## src/rtl/vc_test_arb_pkg.sv

```systemverilog
// Shared types and the round-robin search helper for the test-stream arbiters.
// The helper works on a fixed 16-bit request vector so that any requester count up to 16 can reuse it.
package vc_test_arb_pkg;

    typedef enum logic {
        IDLE   = 1'b0,
        LOCKED = 1'b1
    } arb_state_e;

    localparam int unsigned c_max_nreqs = 16;

    // First set bit of req at or after ptr, wrapping at n; returns n when no bit in [0,n) is set.
    function automatic int unsigned rr_search(
        input logic [c_max_nreqs-1:0] req,
        input int unsigned            ptr,
        input int unsigned            n
    );
        int unsigned k;
        logic        found;
        rr_search = n;
        found     = 1'b0;
        for (int unsigned i = 32'd0; i < c_max_nreqs; i++) begin
            k = ptr + i;
            if (k >= n) begin
                k = k - n;
            end else begin
                k = k;
            end
            if (!found && (i < n) && req[k[3:0]]) begin
                found     = 1'b1;
                rr_search = k;
            end else begin
                found = found;
            end
        end
    endfunction

endpackage

```

## src/rtl/vc_test_rr_pick.sv

```systemverilog
// Combinational round-robin picker: finds the first asserted request starting at ptr.
// idx is only meaningful while any is high.
module vc_test_rr_pick
    import vc_test_arb_pkg::*;
#(
    parameter  int p_nreqs     = 4,
    localparam int c_src_nbits = $clog2(p_nreqs)
) (
    input  logic [p_nreqs-1:0]      req,
    input  logic [c_src_nbits-1:0]  ptr,
    output logic                    any,
    output logic [c_src_nbits-1:0]  idx
);

    logic [c_max_nreqs-1:0] req_pad_s;
    int unsigned            pick_s;

    assign req_pad_s = c_max_nreqs'(req);
    assign pick_s    = rr_search(req_pad_s, 32'(ptr), 32'(p_nreqs));
    assign any       = (pick_s != 32'(p_nreqs));
    assign idx       = c_src_nbits'(pick_s);

endmodule

```

## src/rtl/vc_test_stream_arb.sv

```systemverilog
// Round-robin val/rdy arbiter merging p_nreqs streams onto one sink through a one-entry
// registered output stage, with an optional burst lock that keeps the grant on one requester.
module vc_test_stream_arb
    import vc_test_arb_pkg::*;
#(
    parameter  int p_nreqs     = 4,
    parameter  int p_msg_nbits = 8,
    parameter  int p_max_burst = 1,
    localparam int c_src_nbits = $clog2(p_nreqs)
) (
    input  logic                           clk,
    input  logic                           reset_n,
    input  logic [p_nreqs-1:0]             in_val,
    output logic [p_nreqs-1:0]             in_rdy,
    input  logic [p_nreqs*p_msg_nbits-1:0] in_msg,
    output logic                           out_val,
    input  logic                           out_rdy,
    output logic [p_msg_nbits-1:0]         out_msg,
    output logic [c_src_nbits-1:0]         out_src
);

    localparam int                      c_burst_nbits = $clog2(p_max_burst + 1);
    localparam logic [c_burst_nbits-1:0] c_max_burst  = c_burst_nbits'(p_max_burst);
    localparam logic [c_burst_nbits-1:0] c_burst_one  = c_burst_nbits'(1);
    localparam logic [c_src_nbits-1:0]   c_last_src   = c_src_nbits'(p_nreqs - 1);

    arb_state_e               state_r, state_s;
    logic [c_src_nbits-1:0]   owner_r, owner_s;
    logic [c_src_nbits-1:0]   ptr_r, ptr_s;
    logic [c_burst_nbits-1:0] burst_cnt_r, burst_cnt_s;
    logic                     out_val_r;
    logic [p_msg_nbits-1:0]   out_msg_r;
    logic [c_src_nbits-1:0]   out_src_r;

    logic                     pick_any_s;
    logic [c_src_nbits-1:0]   pick_idx_s;
    logic                     hold_s;
    logic                     grant_vld_s;
    logic [c_src_nbits-1:0]   grant_s;
    logic                     buf_en_s;
    logic                     xfer_s;
    logic [p_nreqs-1:0]       in_rdy_s;
    logic [p_msg_nbits-1:0]   sel_msg_s;

    function automatic logic [c_src_nbits-1:0] wrap_inc(input logic [c_src_nbits-1:0] s);
        return (s == c_last_src) ? {c_src_nbits{1'b0}} : s + c_src_nbits'(1);
    endfunction

    vc_test_rr_pick #(
        .p_nreqs (p_nreqs)
    ) u_pick (
        .req (in_val),
        .ptr (ptr_r),
        .any (pick_any_s),
        .idx (pick_idx_s)
    );

    assign hold_s   = (state_r == LOCKED) && in_val[owner_r] && (burst_cnt_r < c_max_burst);
    assign buf_en_s = !out_val_r || out_rdy;
    // Gating with reset_n keeps every in_rdy low for the whole time reset is asserted.
    assign xfer_s   = reset_n && buf_en_s && grant_vld_s;

    // Grant selection: a live lock wins, otherwise round-robin from ptr.
    always_comb begin
        grant_vld_s = 1'b0;
        grant_s     = {c_src_nbits{1'b0}};
        if (hold_s) begin
            grant_vld_s = 1'b1;
            grant_s     = owner_r;
        end else begin
            grant_vld_s = pick_any_s;
            grant_s     = pick_idx_s;
        end
    end

    // One-hot ready decode and message mux for the granted requester.
    always_comb begin
        in_rdy_s  = {p_nreqs{1'b0}};
        sel_msg_s = {p_msg_nbits{1'b0}};
        if (xfer_s) begin
            in_rdy_s[grant_s] = 1'b1;
        end else begin
            in_rdy_s = {p_nreqs{1'b0}};
        end
        for (int i = 0; i < p_nreqs; i++) begin
            if (grant_s == c_src_nbits'(i)) begin
                sel_msg_s = in_msg[i*p_msg_nbits +: p_msg_nbits];
            end else begin
                sel_msg_s = sel_msg_s;
            end
        end
    end

    // Arbitration FSM next state; a lock survives a stalled sink as long as the owner stays valid.
    always_comb begin
        state_s     = state_r;
        owner_s     = owner_r;
        ptr_s       = ptr_r;
        burst_cnt_s = burst_cnt_r;
        if (hold_s) begin
            if (xfer_s && (burst_cnt_r == c_max_burst - c_burst_one)) begin
                state_s     = IDLE;
                ptr_s       = wrap_inc(owner_r);
                burst_cnt_s = {c_burst_nbits{1'b0}};
            end else if (xfer_s) begin
                burst_cnt_s = burst_cnt_r + c_burst_one;
            end else begin
                state_s = state_r;
            end
        end else if (xfer_s) begin
            ptr_s = wrap_inc(grant_s);
            if (p_max_burst > 1) begin
                state_s     = LOCKED;
                owner_s     = grant_s;
                burst_cnt_s = c_burst_one;
            end else begin
                state_s     = IDLE;
                burst_cnt_s = {c_burst_nbits{1'b0}};
            end
        end else if (state_r == LOCKED) begin
            state_s     = IDLE;
            ptr_s       = wrap_inc(owner_r);
            burst_cnt_s = {c_burst_nbits{1'b0}};
        end else begin
            state_s = IDLE;
        end
    end

    // FSM, owner, pointer and burst counter registers.
    always_ff @(posedge clk or negedge reset_n) begin
        if (!reset_n) begin
            state_r     <= IDLE;
            owner_r     <= {c_src_nbits{1'b0}};
            ptr_r       <= {c_src_nbits{1'b0}};
            burst_cnt_r <= {c_burst_nbits{1'b0}};
        end else begin
            state_r     <= state_s;
            owner_r     <= owner_s;
            ptr_r       <= ptr_s;
            burst_cnt_r <= burst_cnt_s;
        end
    end

    // Output buffer: replaced on an input transfer, emptied by an output-only transfer.
    always_ff @(posedge clk or negedge reset_n) begin
        if (!reset_n) begin
            out_val_r <= 1'b0;
            out_msg_r <= {p_msg_nbits{1'b0}};
            out_src_r <= {c_src_nbits{1'b0}};
        end else if (xfer_s) begin
            out_val_r <= 1'b1;
            out_msg_r <= sel_msg_s;
            out_src_r <= grant_s;
        end else if (out_rdy) begin
            out_val_r <= 1'b0;
        end else begin
            out_val_r <= out_val_r;
        end
    end

    assign in_rdy  = in_rdy_s;
    assign out_val = out_val_r;
    assign out_msg = out_msg_r;
    assign out_src = out_src_r;

endmodule

```

## config.mk

```make
export PLATFORM = sky130hd
export DESIGN_NAME = vc_test_stream_arb
export DESIGN_NICKNAME = d
export VERILOG_FILES = /design/src/rtl/vc_test_arb_pkg.sv /design/src/rtl/vc_test_rr_pick.sv /design/src/rtl/vc_test_stream_arb.sv
export SDC_FILE = /design/constraint.sdc
export NUM_CORES = 1
export LEC_CHECK = 0
export BUFFER_PORTS_ARGS = -buffer_cell sky130_fd_sc_hd__buf_2
export CAP_MARGIN = 15
export CORE_MARGIN = 5
export CORE_UTILIZATION = 50
export DETAILED_ROUTE_END_ITERATION = 10
export PLACE_DENSITY = 0.82
export SYNTH_ARGS = -nofsm -noshare
export SYNTH_HDL_FRONTEND = slang
export SYNTH_SLANG_ARGS = --single-unit
```

## constraint.sdc

```tcl
create_clock -name clk -period 10.1 [get_ports clk]
set_input_delay 2.02 -clock clk [delete_from_list [all_inputs] [get_ports clk]]
set_output_delay 2.02 -clock clk [all_outputs]
set_load 0.02 [all_outputs]
```

-- Word-level counts from Yosys, hierarchy flattened
Cells that the tools add are included.
- order comparisons: 11
- equality and inequality tests: 6
- bitwise gates (word level): 1
- add/subtract/negate cells: 9
- muxes and demuxes: 42
- reduce and logical (&&, ||, !) cells: 19
- operators by type and width (kind ; count):
    two-way mux 32 bit ; 8
    greater-or-equal comparator 32 x 3 -> 1 bit (second input constant) ; 3
    subtractor 32 x 3 -> 32 bit (second input constant) ; 3
    two-way mux 8 bit ; 4
    != test 32 x 3 -> 1 bit (second input constant) ; 1
    less-than comparator 4 x 5 -> 1 bit (second input constant) ; 4
    two-way mux 1 bit ; 18
    binary-select mux 1 bit (select 4 bit) ; 4
    two-way mux 2 bit ; 6
    logical AND 1 bit ; 9
    adder 2 x 2 -> 3 bit (second input constant) ; 2
    == test 2 bit (second input constant) ; 2
    logical NOT 1 bit ; 4
    two-way mux 4 bit ; 1
    AND reduction 2 bit ; 2
    subtractor 2 x 3 -> 4 bit (second input constant) ; 1
    adder 2 x 1 -> 3 bit (second input constant) ; 1
    greater-or-equal comparator 2 x 3 -> 1 bit (second input constant) ; 1
    less-than comparator 2 x 3 -> 1 bit (second input constant) ; 1
    != test 3 x 1 -> 1 bit (second input constant) ; 1
    nonzero test 3 bit ; 1
    adder 2 x 1 -> 2 bit (second input constant) ; 1
    demux 1 bit (select 2 bit) ; 1
    == test 2 x 1 -> 1 bit (second input constant) ; 1
    8 further kinds ; 8
- output and inout bits: 15
- register bits: 15

-- Depth between registers and ports, before layout
- depth in word-level cells: 20
- mapped depth: 15
- depth with buffers taken out: 12

-- Hierarchy
From an unflattened synthesis, not the netlist that was laid out.
- cells, all modules: 133
- area, all modules: 1246.2 µm²
- modules (own cells, without submodules) (module ; area an instance (µm²) ; cells an instance ; instances):
    vc_test_stream_arb ; 930.9 ; 98 ; 1
    vc_test_rr_pick ; 315.3 ; 35 ; 1

-- Worst setup path before layout
OpenSTA, ideal clock, no wires.
- kind: input -> output
- start point: input in_val[0]
- end point: output in_rdy[0]
- path slack: 3.805 ns
- data arrival time: 4.275 ns
- cell stages on the path: 10
- data required time: 8.080 ns
- cells stage by stage: mux2_1 and3_4 o21ba_2 a2111oi_4 ha_1 o21ai_0 nor4b_4 nor2_2 buf_6 and2_1
- longest elaborated chain between the ends: 18
- elaborated cells on any way between the ends: 33
- RTL lines (element ; RTL line ; source):
    start, declared ; vc_test_stream_arb.sv:13 ; input logic [p_nreqs-1:0] in_val,
    binary-select mux 1 bit (select 4 bit) ; vc_test_arb_pkg.sv:29 ; if (!found && (i < n) && req[k[3:0]]) begin
    two-way mux 1 bit (not written as such) ; vc_test_arb_pkg.sv:29 ;
    two-way mux 1 bit ; vc_test_arb_pkg.sv:29 ;
    logical NOT 1 bit ; vc_test_arb_pkg.sv:29 ;
    logical AND 1 bit ; vc_test_arb_pkg.sv:29 ;
    two-way mux 1 bit ; vc_test_arb_pkg.sv:29 ;
    logical NOT 1 bit ; vc_test_arb_pkg.sv:29 ;
    logical AND 1 bit ; vc_test_arb_pkg.sv:29 ;
    [2 not listed] ; n/a ;
    logical AND 1 bit ; vc_test_arb_pkg.sv:29 ;
    two-way mux 32 bit ; vc_test_arb_pkg.sv:29 ;
    two-way mux 2 bit ; vc_test_stream_arb.sv:67 ; if (hold_s) begin
    less-than comparator 2 x 3 -> 1 bit (not written as such) or greater-or-equal comparator 2 x 1 -> 1 bit (tied branches) ; vc_test_stream_arb.sv:81 ; in_rdy_s[grant_s] = 1'b1;
    logical AND 1 bit (not written as such) ; vc_test_stream_arb.sv:81 ;
    two-way mux 1 bit (not written as such) ; vc_test_stream_arb.sv:81 ;
    demux 1 bit (select 2 bit) ; vc_test_stream_arb.sv:81 ;
    two-way mux 4 bit * ; vc_test_stream_arb.sv:80 ; if (xfer_s) begin
    end, declared ; vc_test_stream_arb.sv:14 ; output logic [p_nreqs-1:0] in_rdy,
Mark *: on every way between the ends. The rest lies on a longest branch, timed or not. The select of a mux whose other input is x is not followed.

-- Worst setup path in the final report
Same ends and word-level chain as after synthesis.

==> metrics.cfg <==
[clocking]
worstSkewPairLatency_ns = 0.27
cts_tree = done
ctsHoldBuffers = 0
post-cts-setup-buffer-count = 0
cts_made_buffers = 3
htree_levels = 1
clk_pin_slew_ns = 0.07
postCtsResizedCells = 0
cts_sinks = 13
clk_path_buf_depth = 2
cts_root_buf = clkbuf_4

[global_route]
grt_pass1_vias = 1070
grt_max_degree = 18
grt_pass1_wl_um = 4912
antenna_found_initial = 0
grt_usage = 0.1889
grt-ovfl-total = 0

[flow_run]
cap_violations = 0

[synth]
synth_common_cells = dfrtp_1 (13), nand2_1 (10), nor2b_1 (10)
synth_edf_count = 0
async_reset_ff_frac = 1.000
synth_nets = 162
synthDistinctLibCells = 31
yosysMostFrequentCell = dfrtp_1
yosysSeqAreaShare = 0.2835
yosys_warnings = 0
synth_area_per_cell_um2 = 9.977
synthCells = 115
ys.flop_type = dfrtp_1
ys_top_cells_by_area = dfrtp_1 (28%), ha_1 (8.7%), mux2_2 (7.9%)
synth_top_area_frac = 0.2835
syn_area_um2 = 1147
synth_top_cell_by_area = dfrtp_1
synth-seq-cells = 13

[place]
dp_hpwl_um = 2473
place.port_buffers = 53
place_inst = 189
gp_congestion = 0.7603
dp_slack_ns = 3.396

[layout]
nFillCells = 194
final_nets = 213
utilization = 0.6476
num_antenna_cells = 0
syn_to_final_growth_pct = 24.86
regArea_um2 = 325.3
layoutNonFillerInstCount = 193
drive_above_1_share = 0.4545
multiInputGateArea_um2 = 758.2

[route]
vias = 1094
antenna_left = 0
dr.first_iter.drc_count = 31
totalWireLength_um = 3017
routedWlPerCell_um = 15.63
drc = 0
vias_per_cell = 5.668
dr.pass1.iters = 4

[setup_path]
critPathCaptureType = primary output
crit_required_ns = 8.08
path_max_fanout = 15
critPathLaunchType = input pin
cp_data_arrival_time_ns = 4.69
critPathKind = in -> out

[floorplanning]
rows = 17
pin_count = 54
die_y_um = 57.91
die_w_um = 57.91
initial_core_util = 0.5187
core_area_um2 = 2212
die-area_um2 = 3353

[timing]
finClkSkew_ns = 0.002386
final_max_slew_viol_count = 0
hold_ws_ns = 0.5088
setup_ws_ns = 3.386
final_hold_viol_count = 0
setup_viol = 0
setup_tns_ns = 0
rsz0062_at_grt = false
worst_slew_pin_slew_ns = 0.7990
min_period_ns = 6.714
fmax_mhz = 148.9
slew_headroom = 0.4668
period_share = 0.6648

[power]
ir_worst_vdd_mv = 0.3546
p_per_area_nw_per_um2 = 390.1
p_leak_nw = 0.7079

[outcome]
outcome = complete, no violations

[hold_path]
holdCritPathClass = reg -> reg

==> routing by layer <==
| metal | wire (um) | vias to the layer above | GRT usage |
|---|---|---|---|
| met5 | 0 | - | 0 |
| met1 | 1112 | 534 | 0.2106 |
| met4 | 48 | 0 | 0.07616 |
| met2 | 1691 | 34 | 0.3339 |
| li1 | - | 519 | - |
| met3 | 164 | 7 | 0.05568 |
==> state kept, by name, summed over array words and instances, names as in the netlist <==
register / count
out_msg: 8
out_src: 2
out_val: 1
ptr_r: 2
==> cell type report <==
class                           instances  share of cell area
Clock buffer                            4             0.01834
Multi-Input combinational cell         89              0.5293
Timing Repair Buffer                   53              0.1852
Tap cell                               28             0.02445
Inverter                                6             0.01572
Sequential cell                        13              0.2271
==> worst max-delay path: stages <==
cell,delay [ns]
buf_2,0.12
mux2_1,0.31
and3_4,0.21
nor3_1,0.37
a2111oi_4,0.11
ha_1,0.24
o21ai_0,0.16
nor4b_4,0.10
nor2_2,0.65
and2_1,0.23
buf_2,0.16
==> metrics by stage <==
step / instance area [um2] / power (mW)
2_1_floorplan: 1147 / 0.4353
3_3_place_gp: 1406 / 0.5062
3_5_place_dp: 1406 / 0.5254
4_1_cts: 1433 / 0.5591
5_1_grt: 1433 / 0.6073
6_report: 1433 / 0.5588
==> cell usage in the layout, fill, tap and decap left out <==
master,count
nor2b_1,10
clkbuf_4,3
nor4b_4,1
nor3_1,4
mux2i_1,2
a21boi_0,1
and3_4,2
dfrtp_1,13
a21oi_1,2
mux2_4,5
a22oi_1,1
o31ai_1,8
nor2_1,1
and2_1,5
o211ai_1,1
o21ba_2,1
clkbuf_1,1
o21ai_0,3
a221oi_1,8
mux2_1,1
nand2b_1,2
nor2_2,1
inv_1,6
o32a_1,1
buf_2,53
ha_1,8
mux2_2,8
nor3b_1,1
nand2_1,10
a2111oi_4,1
o32ai_1,1
==> final timing paths <==
| kind | start | to | slack [ns] | cells past startpoint |
|---|---|---|---|---|
| setup / recovery | in_val[0] | in_rdy[0] | 3.39 | 11 |
| hold / removal | out_msg[6] | out_msg[6] | 0.51 | 1 |
| setup reg to reg | ptr_r[0] | out_msg[4] | 6.30 | 12 |
| hold reg to reg | out_msg[6] | out_msg[6] | 0.51 | 1 |
| max in group asynchronous | reset_n | out_msg[2] | 8.24 | 1 |
| min in group asynchronous | reset_n | out_msg[7] | 1.62 | 1 |
==> logic make-up after synthesis <==
logic type | synth area share
buffers and inverters | 0.05562
AND/OR/NAND/NOR | 0.1985
AO/OA/AOI/OAI | 0.2039
multiplexers | 0.1712
adder cells (fa/ha/maj) | 0.08724
flip-flops | 0.2835
==> where the power goes <==
group / switching [mW] / internal [mW] / total (mW)
combinational: 0.232 / 0.196 / 0.428
sequential: 0.0215 / 0.0781 / 0.0996
clock: 0.0160 / 0.0153 / 0.0313
Power figures use the tool's default switching activity.
